--- src/rtl/vga_timing_gen.sv ---
// vga_timing_gen: raster timing generator for the VGA pixel path.
// Free-running h/v counters on the PLL pixel clock. The decode of the
// current counter values is registered, so every output is aligned and
// describes the counter value of the previous clock. The raster is held at
// its idle/reset state until the resynchronised PLL lock is high.
module vga_timing_gen #(
    parameter int H_ACTIVE   = 640,
    parameter int H_FP       = 16,
    parameter int H_SYNC     = 96,
    parameter int H_BP       = 48,
    parameter int V_ACTIVE   = 480,
    parameter int V_FP       = 10,
    parameter int V_SYNC     = 2,
    parameter int V_BP       = 33,
    parameter int H_SYNC_POL = 0,
    parameter int V_SYNC_POL = 0,
    parameter int CNT_W      = 10
) (
    input  logic             vgaClk,
    input  logic             reset_n,
    input  logic             pll_locked,
    output logic             hsync,
    output logic             vsync,
    output logic             de,
    output logic [CNT_W-1:0] x,
    output logic [CNT_W-1:0] y,
    output logic             line_start,
    output logic             frame_start,
    output logic [7:0]       frame_cnt
);

    localparam int H_TOTAL = H_ACTIVE + H_FP + H_SYNC + H_BP;
    localparam int V_TOTAL = V_ACTIVE + V_FP + V_SYNC + V_BP;

    // Counter-width copies of the timing boundaries
    localparam logic [CNT_W-1:0] H_ACT_C    = CNT_W'(H_ACTIVE);
    localparam logic [CNT_W-1:0] H_SYNC_S_C = CNT_W'(H_ACTIVE + H_FP);
    localparam logic [CNT_W-1:0] H_SYNC_E_C = CNT_W'(H_ACTIVE + H_FP + H_SYNC - 1);
    localparam logic [CNT_W-1:0] H_LAST_C   = CNT_W'(H_TOTAL - 1);
    localparam logic [CNT_W-1:0] V_ACT_C    = CNT_W'(V_ACTIVE);
    localparam logic [CNT_W-1:0] V_SYNC_S_C = CNT_W'(V_ACTIVE + V_FP);
    localparam logic [CNT_W-1:0] V_SYNC_E_C = CNT_W'(V_ACTIVE + V_FP + V_SYNC - 1);
    localparam logic [CNT_W-1:0] V_LAST_C   = CNT_W'(V_TOTAL - 1);

    // Active levels of the sync pulses; the idle level is the complement
    localparam logic HS_ACT = (H_SYNC_POL != 0);
    localparam logic VS_ACT = (V_SYNC_POL != 0);

    // Lock synchroniser
    logic lock_meta_q;
    logic locked_s_q;

    // Raster counters
    logic [CNT_W-1:0] h_cnt_q, h_cnt_d;
    logic [CNT_W-1:0] v_cnt_q, v_cnt_d;

    // Registered outputs
    logic             hsync_q, hsync_d;
    logic             vsync_q, vsync_d;
    logic             de_q, de_d;
    logic [CNT_W-1:0] x_q, x_d;
    logic [CNT_W-1:0] y_q, y_d;
    logic             line_start_q, line_start_d;
    logic             frame_start_q, frame_start_d;
    logic [7:0]       frame_cnt_q, frame_cnt_d;

    // Combinational decode of the current counters
    logic             h_act, v_act;
    logic             h_last, v_last;
    logic             hs_win, vs_win;
    logic             de_dec, ls_dec, fs_dec;
    logic [CNT_W-1:0] x_dec, y_dec;

    // Two-flop resynchroniser for the asynchronous PLL lock
    always_ff @(posedge vgaClk or negedge reset_n) begin
        if (!reset_n) begin
            lock_meta_q <= 1'b0;
            locked_s_q  <= 1'b0;
        end else begin
            lock_meta_q <= pll_locked;
            locked_s_q  <= lock_meta_q;
        end
    end

    // Decode position-dependent timing signals from h_cnt/v_cnt
    always_comb begin
        h_act  = (h_cnt_q < H_ACT_C);
        v_act  = (v_cnt_q < V_ACT_C);
        h_last = (h_cnt_q == H_LAST_C);
        v_last = (v_cnt_q == V_LAST_C);
        hs_win = (h_cnt_q >= H_SYNC_S_C) && (h_cnt_q <= H_SYNC_E_C);
        vs_win = (v_cnt_q >= V_SYNC_S_C) && (v_cnt_q <= V_SYNC_E_C);
        de_dec = h_act && v_act;
        ls_dec = (h_cnt_q == '0) && v_act;
        fs_dec = (h_cnt_q == '0) && (v_cnt_q == '0);
        x_dec  = de_dec ? h_cnt_q : '0;
        y_dec  = v_act ? v_cnt_q : '0;
    end

    // Next-state: advance the raster while locked, otherwise park at idle
    always_comb begin
        h_cnt_d       = h_cnt_q;
        v_cnt_d       = v_cnt_q;
        hsync_d       = ~HS_ACT;
        vsync_d       = ~VS_ACT;
        de_d          = 1'b0;
        x_d           = '0;
        y_d           = '0;
        line_start_d  = 1'b0;
        frame_start_d = 1'b0;
        frame_cnt_d   = frame_cnt_q;

        if (!locked_s_q) begin
            // Parking the counters at zero makes every relock start a fresh frame
            h_cnt_d     = '0;
            v_cnt_d     = '0;
            frame_cnt_d = '0;
        end else begin
            if (h_last) begin
                h_cnt_d = '0;
                v_cnt_d = v_last ? '0 : v_cnt_q + 1'b1;
            end else begin
                h_cnt_d = h_cnt_q + 1'b1;
            end

            hsync_d       = hs_win ? HS_ACT : ~HS_ACT;
            vsync_d       = vs_win ? VS_ACT : ~VS_ACT;
            de_d          = de_dec;
            x_d           = x_dec;
            y_d           = y_dec;
            line_start_d  = ls_dec;
            frame_start_d = fs_dec;
            if (fs_dec) begin
                frame_cnt_d = frame_cnt_q + 8'd1;
            end
        end
    end

    // Counter and output registers
    always_ff @(posedge vgaClk or negedge reset_n) begin
        if (!reset_n) begin
            h_cnt_q       <= '0;
            v_cnt_q       <= '0;
            hsync_q       <= ~HS_ACT;
            vsync_q       <= ~VS_ACT;
            de_q          <= 1'b0;
            x_q           <= '0;
            y_q           <= '0;
            line_start_q  <= 1'b0;
            frame_start_q <= 1'b0;
            frame_cnt_q   <= '0;
        end else begin
            h_cnt_q       <= h_cnt_d;
            v_cnt_q       <= v_cnt_d;
            hsync_q       <= hsync_d;
            vsync_q       <= vsync_d;
            de_q          <= de_d;
            x_q           <= x_d;
            y_q           <= y_d;
            line_start_q  <= line_start_d;
            frame_start_q <= frame_start_d;
            frame_cnt_q   <= frame_cnt_d;
        end
    end

    assign hsync       = hsync_q;
    assign vsync       = vsync_q;
    assign de          = de_q;
    assign x           = x_q;
    assign y           = y_q;
    assign line_start  = line_start_q;
    assign frame_start = frame_start_q;
    assign frame_cnt   = frame_cnt_q;

endmodule
--- config.mk ---
export PLATFORM = sky130hd
export DESIGN_NAME = vga_timing_gen
export DESIGN_NICKNAME = d
export VERILOG_FILES = /design/src/rtl/vga_timing_gen.sv
export SDC_FILE = /design/constraint.sdc
export NUM_CORES = 1
export LEC_CHECK = 0
export CORE_UTILIZATION = 50
export DETAILED_ROUTE_END_ITERATION = 16
export GPL_TIMING_DRIVEN = 0
export PLACE_DENSITY = 0.74
export SYNTH_ARGS = -nofsm -noshare
export SYNTH_HDL_FRONTEND = slang
export SYNTH_SLANG_ARGS = --single-unit
--- constraint.sdc ---
create_clock -name vgaClk -period 2.1 [get_ports vgaClk]
set_input_delay 0.42 -clock vgaClk [delete_from_list [all_inputs] [get_ports vgaClk]]
set_output_delay 0.42 -clock vgaClk [all_outputs]
set_load 0.03 [all_outputs]
### After elaboration in Yosys (flattened, before gate mapping)

Cells that the tools add are included.

| cells by class | value |
|---|---|
| reduce and logical (&&, ||, !) cells | 7 |
| equality and inequality tests | 4 |
| mux-type cells | 18 |
| $add $sub $neg | 3 |
| magnitude comparators | 6 |

Operators with widths:

| kind | count |
|---|---|
| two-way mux 10 bit | 9 |
| adder 10 x 1 -> 10 bit, second input constant | 2 |
| == test 10 bit, second input constant | 2 |
| logical NOT 10 bit | 2 |
| two-way mux 8 bit | 2 |
| greater-or-equal comparator 10 bit, second input constant | 1 |
| greater-or-equal comparator 10 x 9 -> 1 bit, second input constant | 1 |
| <= comparator 10 bit, second input constant | 1 |
| <= comparator 10 x 9 -> 1 bit, second input constant | 1 |
| less-than comparator 10 bit, second input constant | 1 |
| less-than comparator 10 x 9 -> 1 bit, second input constant | 1 |
| adder 8 x 1 -> 8 bit, second input constant | 1 |
| two-way mux 1 bit | 7 |
| logical AND 1 bit | 5 |
| inequality test 2 x 1 -> 1 bit, second input constant | 2 |

| word-level totals | value |
|---|---|
| bits in registers | 55 |
| output and inout bits | 33 |
| bits of input ports | 3 |
| logic and storage cells | 50 |

### Logic depth before layout (Yosys ltp)

Gate-level depths: netlist (run 1).

| logic depth | value |
|---|---|
| depth after elaboration | 4 |
| gate-level depth with buffers | 7 |

### Least setup slack after synthesis (run 1)

OpenSTA, ideal clock, no wires.

| path | value |
|---|---|
| path type | reg2reg |
| from | register h_cnt_q[0] |
| to | register v_cnt_q[9] |
| period minus slack after synthesis | 1.704 ns |
| buffers on the path | 0 |
| arrival time | 1.621 ns |
| path slack | 0.396 ns |
| data required time | 2.017 ns |
| cell stages (with the launch flop) | 6 |
| cell sequence | dfrtp_1 ha_1 and4_1 nand4_1 or4_1 a31oi_1 |

| on the way | value |
|---|---|
| longest elaborated chain between the ends | 2 |

Ends and longest elaborated chain:

| item | line | source |
|---|---|---|
| start: declaration | 54 | `logic [CNT_W-1:0] h_cnt_q, h_cnt_d;` |
| start signal: assignment | 153 | `h_cnt_q <= h_cnt_d;` |
| == test 10 bit | 89 | `h_last = (h_cnt_q == H_LAST_C);` |
| inequality test 2 x 1 -> 1 bit (no source line) | - |  |
| end signal: assignment | 154 | `v_cnt_q <= v_cnt_d;` |
| end: declaration | 55 | `logic [CNT_W-1:0] v_cnt_q, v_cnt_d;` |

Every way passes these cells.
A chain may end at the register's enable or synchronous reset.

### Worst setup path after layout (run 1)

| path | value |
|---|---|
| from | register h_cnt_q[1] |
| to | register v_cnt_q[9] |

Same word-level chain as after synthesis.

==> summary.txt, run 1 <==
Die
  • Core area: 4692 um^2
  • Initial core utilization: 51.95%
  • Row count: 25
  • I/O pin cnt: 36
  • Die area: 5158 um^2
  • Die X: between 70 and 80 um
  • Die Y-Extent: 71.82 um

Worst setup path
  • Maximum fanout along the worst path: 5
  • Worst setup EP type: flop
  • Required time of the critical path: 2.32 ns
  • Startpoint Class: flop
  • Crit path arrival time: 2.22 ns
  • FF-to-FF setup slack: a little over 0.1 ns
  • CP Class: reg -> reg

Status
  • Outcome: completed

GRT
  • Initial antenna violation count: 0
  • Vias in the first global route: 1,689
  • Gr usage total: just under 20%
  • GR Overflow Total: 0
  • Largest net degree at the start of global routing: 44
  • First-pass GRT wire length: 7866 um

Logic synthesis
  • #FFs+latches synth: 55
  • Cell area after synthesis: around 2400 um^2
  • Cells after synthesis: 222
  • Syn Nets: 230
  • Synth Warn #: 0
  • Sequential fraction of the synthesis area: 56.57%
  • Syn_area_per_cell: 10.98 um^2
  • Netlist cell types: 42

CTS
  • Clock Latency Late Sink: 0.30 ns
  • Num CTS Buffers: 5
  • H-tree Lvls: 2
  • CTS tree: done
  • Clk pin slew, worst setup/hold paths: about 0.1 ns
  • Clock buffer depth: 2
  • Root Buffer: clkbuf_8
  • Buffer count from post-CTS setup fixing: 0
  • TritonCTS Sinks: 55

Detailed routing
  • Wire per inst: roughly 14 um
  • Via Count: approximately 1,800
  • Iter 0 DRT Violations: 133
  • DR DRC count: 0
  • Via density: 5.701
  • Pre-antenna DRT Iters: 4
  • Drt total wl: 4551 um
  • Detail Route Antenna Nets: 0

Final layout
  • Most common cell after layout, fill and taps aside: dfrtp_1
  • Antenna cells: 0
  • Layout cells sized above 1: 9.738%
  • Fillers: 391
  • Nets: roughly 270
  • FF/Latch Area: 1380 um^2
  • Synth-to-Final Area Change: 23.36%
  • Area of the multi-input gates: ~980 um^2
  • Commonest cells after routing, fill and taps aside: dfrtp_1, clkdlybuf4s50_1, nor2_1

Power
  • Peak VDD IR: 0.2825 mV
  • PD cells: 656.6 nW/um^2
  • Overall Power: 1.974 mW
  • Leakage: roughly 1.3 nW

Place
  • RD Place Congestion: 0.8635
  • Post-DP HPWL: 3169 um
  • PortBufs: 35

Timing
  • Tcrit/Tclk final: 95.15%
  • Hold slack: roughly 0.37 ns
  • Final Slew Violations: 0
  • Setup Skew: roughly 0.006 ns
  • Final Hold Fails: 0
  • F_max: 0.5005 GHz
  • Tmin final: about 2 ns
  • Setup-failing EPs final: 0

Job
  • Max_cap viols: 0

Min path
  • Hold Crit Class: reg -> reg
-- cell usage after synthesis (all sizes together) --
master	n	share of area, %
o22ai	1	0.26
xor2	6	2.2
and2	9	2.4
a31oi	1	0.26
conb	1	0.15
xnor2	2	0.72
or4	6	1.8
nand3	7	1.8
a21oi	10	2.1
nor3	3	0.82
nor3b	1	0.51
and2b	1	0.31
o211ai	4	1.2
a32oi	2	0.72
o21ai	9	1.8
o41ai	4	1.4
inv	8	1.2
buf	4	1.1
ha	5	2.6
nor2	17	2.6
clkbuf	6	0.92
or3	5	1.3
nand3b	1	0.31
nor4	1	0.87
nand4	11	2.8
clkinv	1	0.15
o31ai	5	1.5
mux2i	1	0.41
dfstp	2	2.2
and3	16	4.1
nand4b	2	0.72
nor4b	1	0.62
dfrtp	53	54
and4	4	1.4
nand2b	1	0.26
o311ai	1	0.36
nand2	10	1.5
-- sequential cells by signal (all words and copies together), names as in the netlist --
name / count
v_cnt_q: 10
vsync: 1
h_cnt_q: 10
x: 10
hsync: 1
frame_cnt: 8
y: 10
locked_s_q: 1
frame_start: 1
de: 1
line_start: 1
lock_meta_q: 1
-- power by group --
group	internal, mW	switching, mW	total, mW
Sequential	1.08	0.0182	1.10
Clock	0.386	0.332	0.718
Combinational	0.0581	0.100	0.159
-- what timing repair did --
item	4_1_cts	5_1_grt
hold endpoints to repair	12	0
endpoints found under the setup margin	0	12
hold buffers	1	0
gates resized for setup	0	4
-- through the flow --
stage	worst slack (ns)	setup TNS [ns]	cell area (um^2)	utilization, %	cells
floorplan	0.3959	0	2437	-	222
global placement	-0.9592	-51.47	2855	60.85	311
detailed placement	0.05765	0	2870	61.17	312
CTS	0.03428	0	2998	63.89	321
global route	-0.004790	-0.004790	3007	64.08	321
finish	0.1018	0	3007	64.08	321
-- final timing paths --
path	start	to	cells after the start
min in group asynchronous	reset_n	y[2]	2
min reg2reg	lock_meta_q	locked_s_q	0
max	h_cnt_q[1]	v_cnt_q[9]	5
max in group asynchronous	reset_n	hsync	3
max reg2reg	h_cnt_q[1]	v_cnt_q[9]	5
min	lock_meta_q	locked_s_q	0
-- per-layer routing --
| metal | vias to the layer above | routed length (um) | GRT usage, % |
|---|---|---|---|
| met5 | - | 0 | 0 |
| met4 | 0 | 40 | 9.586 |
| met3 | 2 | 180 | 3.376 |
| met2 | 55 | 2137 | 30.50 |
| met1 | 875 | 2193 | 27.34 |
| li1 | 898 | - | - |
-- cells by family (layout without fill, tap and decap cells) --
group,count (synthesis),in the layout,synth area share [%]
other,1,1,0.1539
and+or+nand+nor,96,96,24.33
adders and majority gates,5,5,2.567
buffers and inverters,19,64,3.388
AOI/OAI and AO/OA,37,37,9.703
xor gates and xnor gates,8,8,2.875
DFF,55,55,56.57
muxes,1,1,0.4107
-- critical path, cell delays in order, from the launching register on --
cell and delay (ns):
dfrtp_1 0.43, ha_1 0.23, and4_1 0.25, nand4_1 0.23, or4_1 0.57, a31oi_1 0.19
-- cell type report --
cell class                      count  share of cell area [%]
Multi-Input combinational cell    148                   32.67
Clock inverter                      2                   1.165
Clock buffer                        6                   2.747
Sequential cell                    55                   45.90
Tap cell                           54                   2.247
Timing Repair Buffer               37                   12.48
Inverter                            9                   1.124
Buffer                             10                   1.665
(Power assumes the default switching activity.)
==> run 2: changes to the inputs <==
Settings changed: SKIP_LAST_GASP set to 1.
==> results of run 2 <==
Final layout, timing and power as in run 1 (identical DEF).
